[src/rtl/mem_ctrl_if.sv]
// Bus bundle for mem_ctrl: fetch port, data-side port and the byte-wide RAM port.
// The controller takes the slave view; the surrounding system takes the master view.
interface mem_ctrl_if #(
   parameter int ADDR_W = 17
);
   // fetch side
   logic              if_req_i;
   logic [31:0]       if_addr_i;
   logic [7:0]        if_data_o;
   logic              if_stall_o;
   // data (load/store) side
   logic              mem_req_i;
   logic              mem_we_i;
   logic [1:0]        mem_width_i;
   logic [31:0]       mem_addr_i;
   logic [31:0]       mem_wdata_i;
   logic [31:0]       mem_rdata_o;
   logic              mem_done_o;
   logic              mem_busy_o;
   // RAM side
   logic [ADDR_W-1:0] ram_addr_o;
   logic              ram_we_o;
   logic [7:0]        ram_dout_o;
   logic [7:0]        ram_din_i;

   modport slave (
      input  if_req_i, if_addr_i,
      output if_data_o, if_stall_o,
      input  mem_req_i, mem_we_i, mem_width_i, mem_addr_i, mem_wdata_i,
      output mem_rdata_o, mem_done_o, mem_busy_o,
      output ram_addr_o, ram_we_o, ram_dout_o,
      input  ram_din_i
   );

   modport master (
      output if_req_i, if_addr_i,
      input  if_data_o, if_stall_o,
      output mem_req_i, mem_we_i, mem_width_i, mem_addr_i, mem_wdata_i,
      input  mem_rdata_o, mem_done_o, mem_busy_o,
      input  ram_addr_o, ram_we_o, ram_dout_o,
      output ram_din_i
   );
endinterface

[src/rtl/mem_ctrl.sv]
// Single-port byte RAM controller: fetch gets the port whenever the data side
// is not sequencing bytes; data-side loads/stores of 1/2/4 bytes are run here
// one byte per cycle and finish with a registered done pulse.
module mem_ctrl #(
   parameter int ADDR_W = 17
) (
   input  logic      clk,
   input  logic      rst,
   mem_ctrl_if.slave bus
);

   typedef enum logic [1:0] {IDLE, RD, RD_TAIL, WR} state_t;

   state_t            state, state_nx;
   logic [ADDR_W-1:0] base;
   logic [1:0]        width;
   logic [31:0]       wdata;
   logic [31:0]       asm_q, asm_nx;
   logic [1:0]        cnt;
   logic              done;
   logic [31:0]       rdata;
   logic [1:0]        last;
   logic [1:0]        lane;
   logic              accept;
   logic [ADDR_W-1:0] data_addr;

   // address bits above the RAM size are dropped on purpose
   logic unused_addr_bits;
   assign unused_addr_bits = ^{bus.if_addr_i[31:ADDR_W], bus.mem_addr_i[31:ADDR_W]};

   // index of the final byte: width 11 behaves like a word
   assign last = (width == 2'b00) ? 2'd0 : (width == 2'b01) ? 2'd1 : 2'd3;

   // a request still high in the done cycle belongs to the finished transaction
   assign accept    = (state == IDLE) && bus.mem_req_i && !done;
   assign data_addr = base + ADDR_W'(cnt);

   // state register
   always_ff @(posedge clk) begin
      if (rst) state <= IDLE;
      else     state <= state_nx;
   end

   // next-state logic
   always_comb begin
      state_nx = state;
      case (state)
         IDLE:    if (accept) state_nx = bus.mem_we_i ? WR : RD;
         RD:      if (cnt == last) state_nx = RD_TAIL;
         RD_TAIL: state_nx = IDLE;
         WR:      if (cnt == last) state_nx = IDLE;
         default: state_nx = IDLE;
      endcase
   end

   // RAM port ownership: fetch in IDLE/RD_TAIL, data side in RD/WR
   always_comb begin
      bus.ram_addr_o = bus.if_addr_i[ADDR_W-1:0];
      bus.ram_we_o   = 1'b0;
      bus.ram_dout_o = 8'h00;
      bus.if_stall_o = 1'b0;
      if (!rst) begin
         case (state)
            RD: begin
               bus.ram_addr_o = data_addr;
               bus.if_stall_o = bus.if_req_i;
            end
            WR: begin
               bus.ram_addr_o = data_addr;
               bus.ram_we_o   = 1'b1;
               bus.ram_dout_o = wdata[{cnt, 3'b000} +: 8];
               bus.if_stall_o = bus.if_req_i;
            end
            default: ;
         endcase
      end
   end

   // read data arrives one cycle after its address, so it lands in lane cnt-1
   always_comb begin
      lane   = (state == RD_TAIL) ? last : cnt - 2'd1;
      asm_nx = asm_q;
      if ((state == RD && cnt != 2'd0) || state == RD_TAIL)
         asm_nx[{lane, 3'b000} +: 8] = bus.ram_din_i;
   end

   // transaction capture, byte counter, read assembly and done pulse
   always_ff @(posedge clk) begin
      if (rst) begin
         cnt   <= 2'd0;
         done  <= 1'b0;
         rdata <= 32'h0;
         asm_q <= 32'h0;
         base  <= '0;
         width <= 2'b00;
         wdata <= 32'h0;
      end else begin
         done <= 1'b0;
         case (state)
            IDLE: begin
               if (accept) begin
                  base  <= bus.mem_addr_i[ADDR_W-1:0];
                  width <= bus.mem_width_i;
                  wdata <= bus.mem_wdata_i;
                  asm_q <= 32'h0;
                  cnt   <= 2'd0;
               end
            end
            RD: begin
               asm_q <= asm_nx;
               if (cnt != last) cnt <= cnt + 2'd1;
            end
            RD_TAIL: begin
               rdata <= asm_nx;
               done  <= 1'b1;
            end
            WR: begin
               if (cnt == last) done <= 1'b1;
               else             cnt  <= cnt + 2'd1;
            end
            default: ;
         endcase
      end
   end

   assign bus.if_data_o   = bus.ram_din_i;
   assign bus.mem_rdata_o = rdata;
   assign bus.mem_done_o  = done;
   assign bus.mem_busy_o  = (state != IDLE);

endmodule

[src/flat_wrapper.sv]
// flat-port wrapper written by rule: the top's interface ports become plain ports
module mem_ctrl_flat 
#(
   parameter int ADDR_W = 17
)
  (clk, rst, bus_if_req_i, bus_if_addr_i, bus_if_data_o, bus_if_stall_o, bus_mem_req_i, bus_mem_we_i, bus_mem_width_i, bus_mem_addr_i, bus_mem_wdata_i, bus_mem_rdata_o, bus_mem_done_o, bus_mem_busy_o, bus_ram_addr_o, bus_ram_we_o, bus_ram_dout_o, bus_ram_din_i);
  mem_ctrl_if #(.ADDR_W(ADDR_W)) bus_i ();
  input  logic clk;
  input  logic rst;
  input wire logic [$bits(bus_i.if_req_i)-1:0] bus_if_req_i;
  input wire logic [$bits(bus_i.if_addr_i)-1:0] bus_if_addr_i;
  output wire logic [$bits(bus_i.if_data_o)-1:0] bus_if_data_o;
  output wire logic [$bits(bus_i.if_stall_o)-1:0] bus_if_stall_o;
  input wire logic [$bits(bus_i.mem_req_i)-1:0] bus_mem_req_i;
  input wire logic [$bits(bus_i.mem_we_i)-1:0] bus_mem_we_i;
  input wire logic [$bits(bus_i.mem_width_i)-1:0] bus_mem_width_i;
  input wire logic [$bits(bus_i.mem_addr_i)-1:0] bus_mem_addr_i;
  input wire logic [$bits(bus_i.mem_wdata_i)-1:0] bus_mem_wdata_i;
  output wire logic [$bits(bus_i.mem_rdata_o)-1:0] bus_mem_rdata_o;
  output wire logic [$bits(bus_i.mem_done_o)-1:0] bus_mem_done_o;
  output wire logic [$bits(bus_i.mem_busy_o)-1:0] bus_mem_busy_o;
  output wire logic [$bits(bus_i.ram_addr_o)-1:0] bus_ram_addr_o;
  output wire logic [$bits(bus_i.ram_we_o)-1:0] bus_ram_we_o;
  output wire logic [$bits(bus_i.ram_dout_o)-1:0] bus_ram_dout_o;
  input wire logic [$bits(bus_i.ram_din_i)-1:0] bus_ram_din_i;
  assign bus_i.if_req_i = bus_if_req_i;
  assign bus_i.if_addr_i = bus_if_addr_i;
  assign bus_if_data_o = bus_i.if_data_o;
  assign bus_if_stall_o = bus_i.if_stall_o;
  assign bus_i.mem_req_i = bus_mem_req_i;
  assign bus_i.mem_we_i = bus_mem_we_i;
  assign bus_i.mem_width_i = bus_mem_width_i;
  assign bus_i.mem_addr_i = bus_mem_addr_i;
  assign bus_i.mem_wdata_i = bus_mem_wdata_i;
  assign bus_mem_rdata_o = bus_i.mem_rdata_o;
  assign bus_mem_done_o = bus_i.mem_done_o;
  assign bus_mem_busy_o = bus_i.mem_busy_o;
  assign bus_ram_addr_o = bus_i.ram_addr_o;
  assign bus_ram_we_o = bus_i.ram_we_o;
  assign bus_ram_dout_o = bus_i.ram_dout_o;
  assign bus_i.ram_din_i = bus_ram_din_i;
  mem_ctrl #(.ADDR_W(ADDR_W)) u_core (.clk(clk), .rst(rst), .bus(bus_i));
endmodule
[config.mk]
export PLATFORM = sky130hd
export DESIGN_NAME = mem_ctrl_flat
export DESIGN_NICKNAME = d
export VERILOG_FILES = /design/src/rtl/mem_ctrl_if.sv /design/src/rtl/mem_ctrl.sv /design/src/flat_wrapper.sv
export SDC_FILE = /design/constraint.sdc
export NUM_CORES = 1
export LEC_CHECK = 0
export CAP_MARGIN = 20
export CORE_ASPECT_RATIO = 0.7
export CORE_MARGIN = 10
export CORE_UTILIZATION = 50
export DETAILED_ROUTE_END_ITERATION = 7
export PLACE_DENSITY = 0.9
export SYNTH_ARGS = -nofsm -noshare
export SYNTH_HDL_FRONTEND = slang
export SYNTH_SLANG_ARGS = --single-unit
[constraint.sdc]
create_clock -name clk -period 6.9 [get_ports clk]
set_clock_uncertainty 0.2 [all_clocks]
set_input_delay 0.69 -clock clk [delete_from_list [all_inputs] [get_ports clk]]
set_output_delay 0.69 -clock clk [all_outputs]
set_load 0.05 [all_outputs]
# Yosys cells after proc, flatten, opt, wreduce, memory -nomap -nowiden
# Cells that the tools add are included.
[classes] n_shift=3 eq_ne=11 n_addsub=4 reduce_logical=16 muxes=26
[ops] op="two-way mux 32 bit" n=2
[ops] op="case mux 32 bit (2 select lines)" n=1
[ops] op="two-way mux 17 bit" n=2
[ops] op="bitwise mux 32 bit" n=1
[ops] op="variable shift 8 x 7 -> 32 bit, first input constant" n=1
[ops] op="variable part select 32 x 6 -> 8 bit" n=1
[ops] op="variable part select 8 x 7 -> 32 bit" n=1
[ops] op="two-way mux 2 bit" n=10
[ops] op="adder 17 x 2 -> 17 bit" n=1
[ops] op="two-way mux 8 bit" n=2
[ops] op="case mux 2 bit (4 select lines)" n=1
[ops] op="negator 5 -> 7 bit" n=1
[ops] op="inequality test 2 x 1 -> 1 bit, second input constant" n=3
[ops] op="case mux 2 bit (3 select lines)" n=1
[ops] op="nonzero test 2 bit" n=3
[ops] op="two-way mux 1 bit" n=5
[ops] op="equality test 2 x 1 -> 1 bit, second input constant" n=2
[ops] op="equality test 2 bit, second input constant" n=2
[ops] op="zero test 2 bit" n=2
[ops] op="inequality test 2 bit, second input constant" n=2
[ops] op="AND reduction 2 bit" n=2
[ops] op="AND reduction 4 bit" n=1
[ops] op="logical AND 1 bit" n=3
[ops] op="AND reduction 3 bit" n=1
[ops] op="other kinds (9)" n=9
[word_totals] reg_bits=120 input_bits=111 word_cells=68 out_inout_bits=69

# Longest topological paths before layout
[depth] word_depth=9 depth_mapped=13 mapped_depth_nobuf=9

# Least setup slack after synthesis
# OpenSTA, ideal clock, no wires.
[synth_path] path_kind="reg-to-output" from="register u_core.cnt[1]" to="output bus_ram_addr_o[16]" path_buffers=1 slack_ns=2.992 arrival_time_ns=3.018 t_required_ns=6.010 stages_incl_launch_ff=8 cell_sequence="dfxtp_1 -> buf_1 -> inv_1 -> fa_1 -> nand3b_1 -> nor4_1 -> xnor2_1 -> o21ai_0"
[synth_between] elab_chain_cells=3
[synth_lines] element="from (decl)" line_no="mem_ctrl.sv:19" text="logic [1:0] cnt;"
[synth_lines] element="from (signal assigned)" line_no="mem_ctrl.sv:111" text="if (cnt != last) cnt <= cnt + 2'd1;"
[synth_lines] element="from (signal assigned)" line_no="mem_ctrl.sv:119" text="else cnt <= cnt + 2'd1;"
[synth_lines] element="adder 17 x 2 -> 17 bit" line_no="mem_ctrl.sv:36" text="assign data_addr = base + ADDR_W'(cnt);"
[synth_lines] element="two-way mux 17 bit" line_no="mem_ctrl.sv:63" text="case (state)"
[synth_lines] element="two-way mux 17 bit" line_no="mem_ctrl.sv:62" text="if (!rst) begin"
[synth_lines] element="to (decl)" line_no="flat_wrapper.sv:22" text="output wire logic [$bits(bus_i.ram_addr_o)-1:0] bus_ram_addr_o;"
# Every way passes these cells.

# Final worst setup path
[layout_path] from="register u_core.cnt[0]" to="output bus_ram_addr_o[16]"
# The elaborated chain is that of the path after synthesis.

==> flow_summary.yaml <==
run_status:
  outcome: "complete, no violations"
synthesis:
  synth.distinct_cells: 62
  synth-simple-area-share_pct: 25.42
  syn_area_mm2: 0.005699
  yosys.area_share.adder_pct: 1.668
  yosysSeqAreaShare_pct: 42.15
  synth_edf_count: 0
  synth-xor-area-share_pct: 2.151
  synth-async-reset-ratio_pct: 0
  synth_compound_area_share_pct: 19.01
  synth_top_family_by_area: "simple AND/OR/NAND/NOR gates"
  syn_area_per_cell_um2: 8.357
  syn_nets: 800
  synth_mux_area_share_pct: 3.513
  synth-seq-cells: 120
  synthCells: 682
  yosys_most_used_dff: "dfxtp_1"
  yosysWarnings: 0
routing:
  vias: 5562
  postRouteAntennaNets: 0
  routed_wl_um: 18090
  drcViolationCount: 0
  firstDrtPassIters: 5
  wire_per_inst_um: 18.81
  dr.first_iter.drc_count: 482
  via_per_inst: 5.782
global_routing:
  grt_first_pass_wirelength_um: 28520
  grt_pass1_vias: 5463
  grt_overflow_total: 0
  grt_usage_pct: 21.74
  use_met2_pct: 35.40
  gr-usage-met3_pct: 6.856
  grt.busiest_layer: "met2"
  antenna_found_initial: 1
  grt_max_degree: 102
  grt_util_met1_pct: 26.98
sta:
  min_period_ns: 4.799
  final.setup.tns_ns: 0
  slew_headroom_pct: 26.28
  setup-violations-final: 0
  fmax_ghz: 0.2084
  rsz0062_at_grt: "false"
  min_period_over_period_pct: 69.55
  slew_viol_final: 0
  tightestPinTransition_ns: 1.099
  hold_viol: 0
clock_tree:
  cts_buffers: 17
  root_buffer: "clkbuf_16"
  clk_pin_slew_ns: 0.05
  cts_tree: "done"
  post_cts_buffers: 0
  cts_buffer_depth: 2
  cts_resized: 0
  clk_latency_ns: 0.41
  htreeDepth: 4
  cts_sinks: 120
  ctsHoldBuffers: 0
run:
  drv_cap: 0
floorplanning:
  rows: 32
  dieWidth_um: 147.6
  dieArea_mm2: 0.01614
  ios: 180
  die_y_um: 109.3
  core_area_mm2: 0.01109
  start_util_pct: 51.39
setup_path:
  critPathMaxFanout: 16
  worst_setup_path_start_kind: "flop"
  critPathKind: "reg -> out"
  rrSetupSlack_ns: 2.27
  end_kind: "primary output"
  worst_ep_required_time_ns: 6.01
  cp.arrival_ns: 3.91
layout:
  areaGrowthSynthToFinish_pct: 36.49
  drive_above_1_share_pct: 7.921
  fin_area_mm2: 0.007779
  layout_common_cells: "nand2_1 (162), clkdlybuf4s50_1 (148), dfxtp_1 (120)"
  mostFrequentLayoutCell: "nand2_1"
  instances_no_fill: 962
  final_nets: 913
placement:
  gp_congestion: 0.9080
  dp.cells: 929
  placed_area_mm2: 0.007144
  io_buffer_count: 149
  dp_hpwl_um: 12710
pwr:
  vdd_drop_max_uv: 206.8
  power_density_mw_per_mm2: 254.7
  p_leak_nw: 2.711
worst_hold_path:
  timing.hold.worst.class: "reg -> reg"
power by group:
group          internal, W  switching (W)
Sequential        0.000722      0.0000327
Clock             0.000616       0.000300
Combinational     0.000121       0.000189
cells in the mapped netlist (2+ instances only):
| cell type | n | area share (%) |
|---|---|---|
| nor2_1 | 23 | 1.5 |
| xor2_1 | 7 | 1.1 |
| nand4_1 | 9 | 0.99 |
| a22o_1 | 15 | 2.3 |
| o31ai_1 | 2 | 0.26 |
| and3b_1 | 2 | 0.31 |
| nor4b_1 | 2 | 0.31 |
| a22oi_1 | 15 | 2.0 |
| nor3_1 | 11 | 0.97 |
| nor3_2 | 4 | 0.70 |
| dfxtp_1 | 120 | 42 |
| buf_4 | 9 | 1.2 |
| nand3_1 | 4 | 0.35 |
| a21oi_1 | 87 | 7.6 |
| o2bb2ai_1 | 7 | 1.1 |
| mux2i_1 | 2 | 0.35 |
| and3_1 | 8 | 0.88 |
| buf_2 | 18 | 1.6 |
| nor3b_1 | 15 | 2.0 |
| nand3b_1 | 9 | 1.2 |
| a31oi_1 | 3 | 0.33 |
| ha_1 | 6 | 1.3 |
| or4_1 | 2 | 0.26 |
| xnor2_1 | 7 | 1.1 |
| nand2_1 | 162 | 11 |
| o32a_1 | 6 | 1.1 |
| or3_1 | 4 | 0.44 |
| nor4_1 | 3 | 0.33 |
| a311oi_1 | 3 | 0.46 |
| nor4b_4 | 3 | 1.3 |
| o21ai_0 | 30 | 2.6 |
| nor2b_1 | 3 | 0.33 |
| nor4b_2 | 2 | 0.53 |
| mux4_2 | 8 | 3.2 |
| inv_1 | 16 | 1.1 |
| clkbuf_1 | 29 | 1.9 |
per-stage QoR:
stage	total power, W	utilization [%]	setup slack, ns	hold slack, ns
2_1_floorplan	0.0009555	-	2.992	0.2284
3_3_place_gp	0.001058	64.24	2.610	0.2391
3_5_place_dp	0.001074	64.42	2.448	0.2433
4_1_cts	0.001988	70.12	2.069	0.2512
5_1_grt	0.002052	70.12	1.817	0.2752
6_report	0.001981	70.14	2.101	0.2515
logic make-up after synthesis:
kind of cell             count (synthesis)
multiplexers                            10
XOR/XNOR                                14
AND/OR/NAND/NOR                        280
flip-flops                             120
adder cells (fa/ha/maj)                  7
buffers and inverters                   75
AO/OA/AOI/OAI                          176
per-layer routing:
layer	part of all wire [%]	vias up
met5	0.13	-
met4	1.5	2
met3	9.4	26
met2	48	245
met1	41	2669
li1	-	2620
worst max-delay path: stages (launching register included):
cell	delay, ns
dfxtp_1	0.92
ha_1	0.31
inv_1	0.07
fa_1	0.43
nand3b_1	0.29
nor4_1	0.36
xnor2_1	0.11
o21ai_0	0.16
clkdlybuf4s50_1	0.84
worst paths after layout:
kind | startpoint | end | cells after the start
setup / recovery | u_core.cnt[0]$_SDFFE_PP0P_ | bus_ram_addr_o[16] | 8
hold / removal | u_core.wdata[16]$_SDFFE_PP0P_ | u_core.wdata[16]$_SDFFE_PP0P_ | 2
setup reg to reg | u_core.state[0]$_SDFFE_PP0P_ | u_core.asm_q[11]$_SDFFE_PP0P_ | 7
hold reg to reg | u_core.wdata[16]$_SDFFE_PP0P_ | u_core.wdata[16]$_SDFFE_PP0P_ | 2
layout make-up:
type / instances / area [µm²]
clock inverters: 6 / 82.58
repair buffers: 153 / 1531
inverters: 16 / 60.06
flip-flops and latches: 120 / 2402
diodes: 1 / 2.502
fillers: 816 / 3312
clock buffers: 26 / 549.3
well taps: 153 / 191.4
multi-input cells: 487 / 2959
registers in the layout, summed over array words and instances (netlist names):
name and cells:
u_core.asm_q 32, u_core.base 17, u_core.bus.mem_rdata_o 32, u_core.state 2
u_core.cnt 2, u_core.wdata 32, u_core.width 2, u_core.bus.mem_done_o 1
No activity file was read; power rests on OpenSTA's default activity.
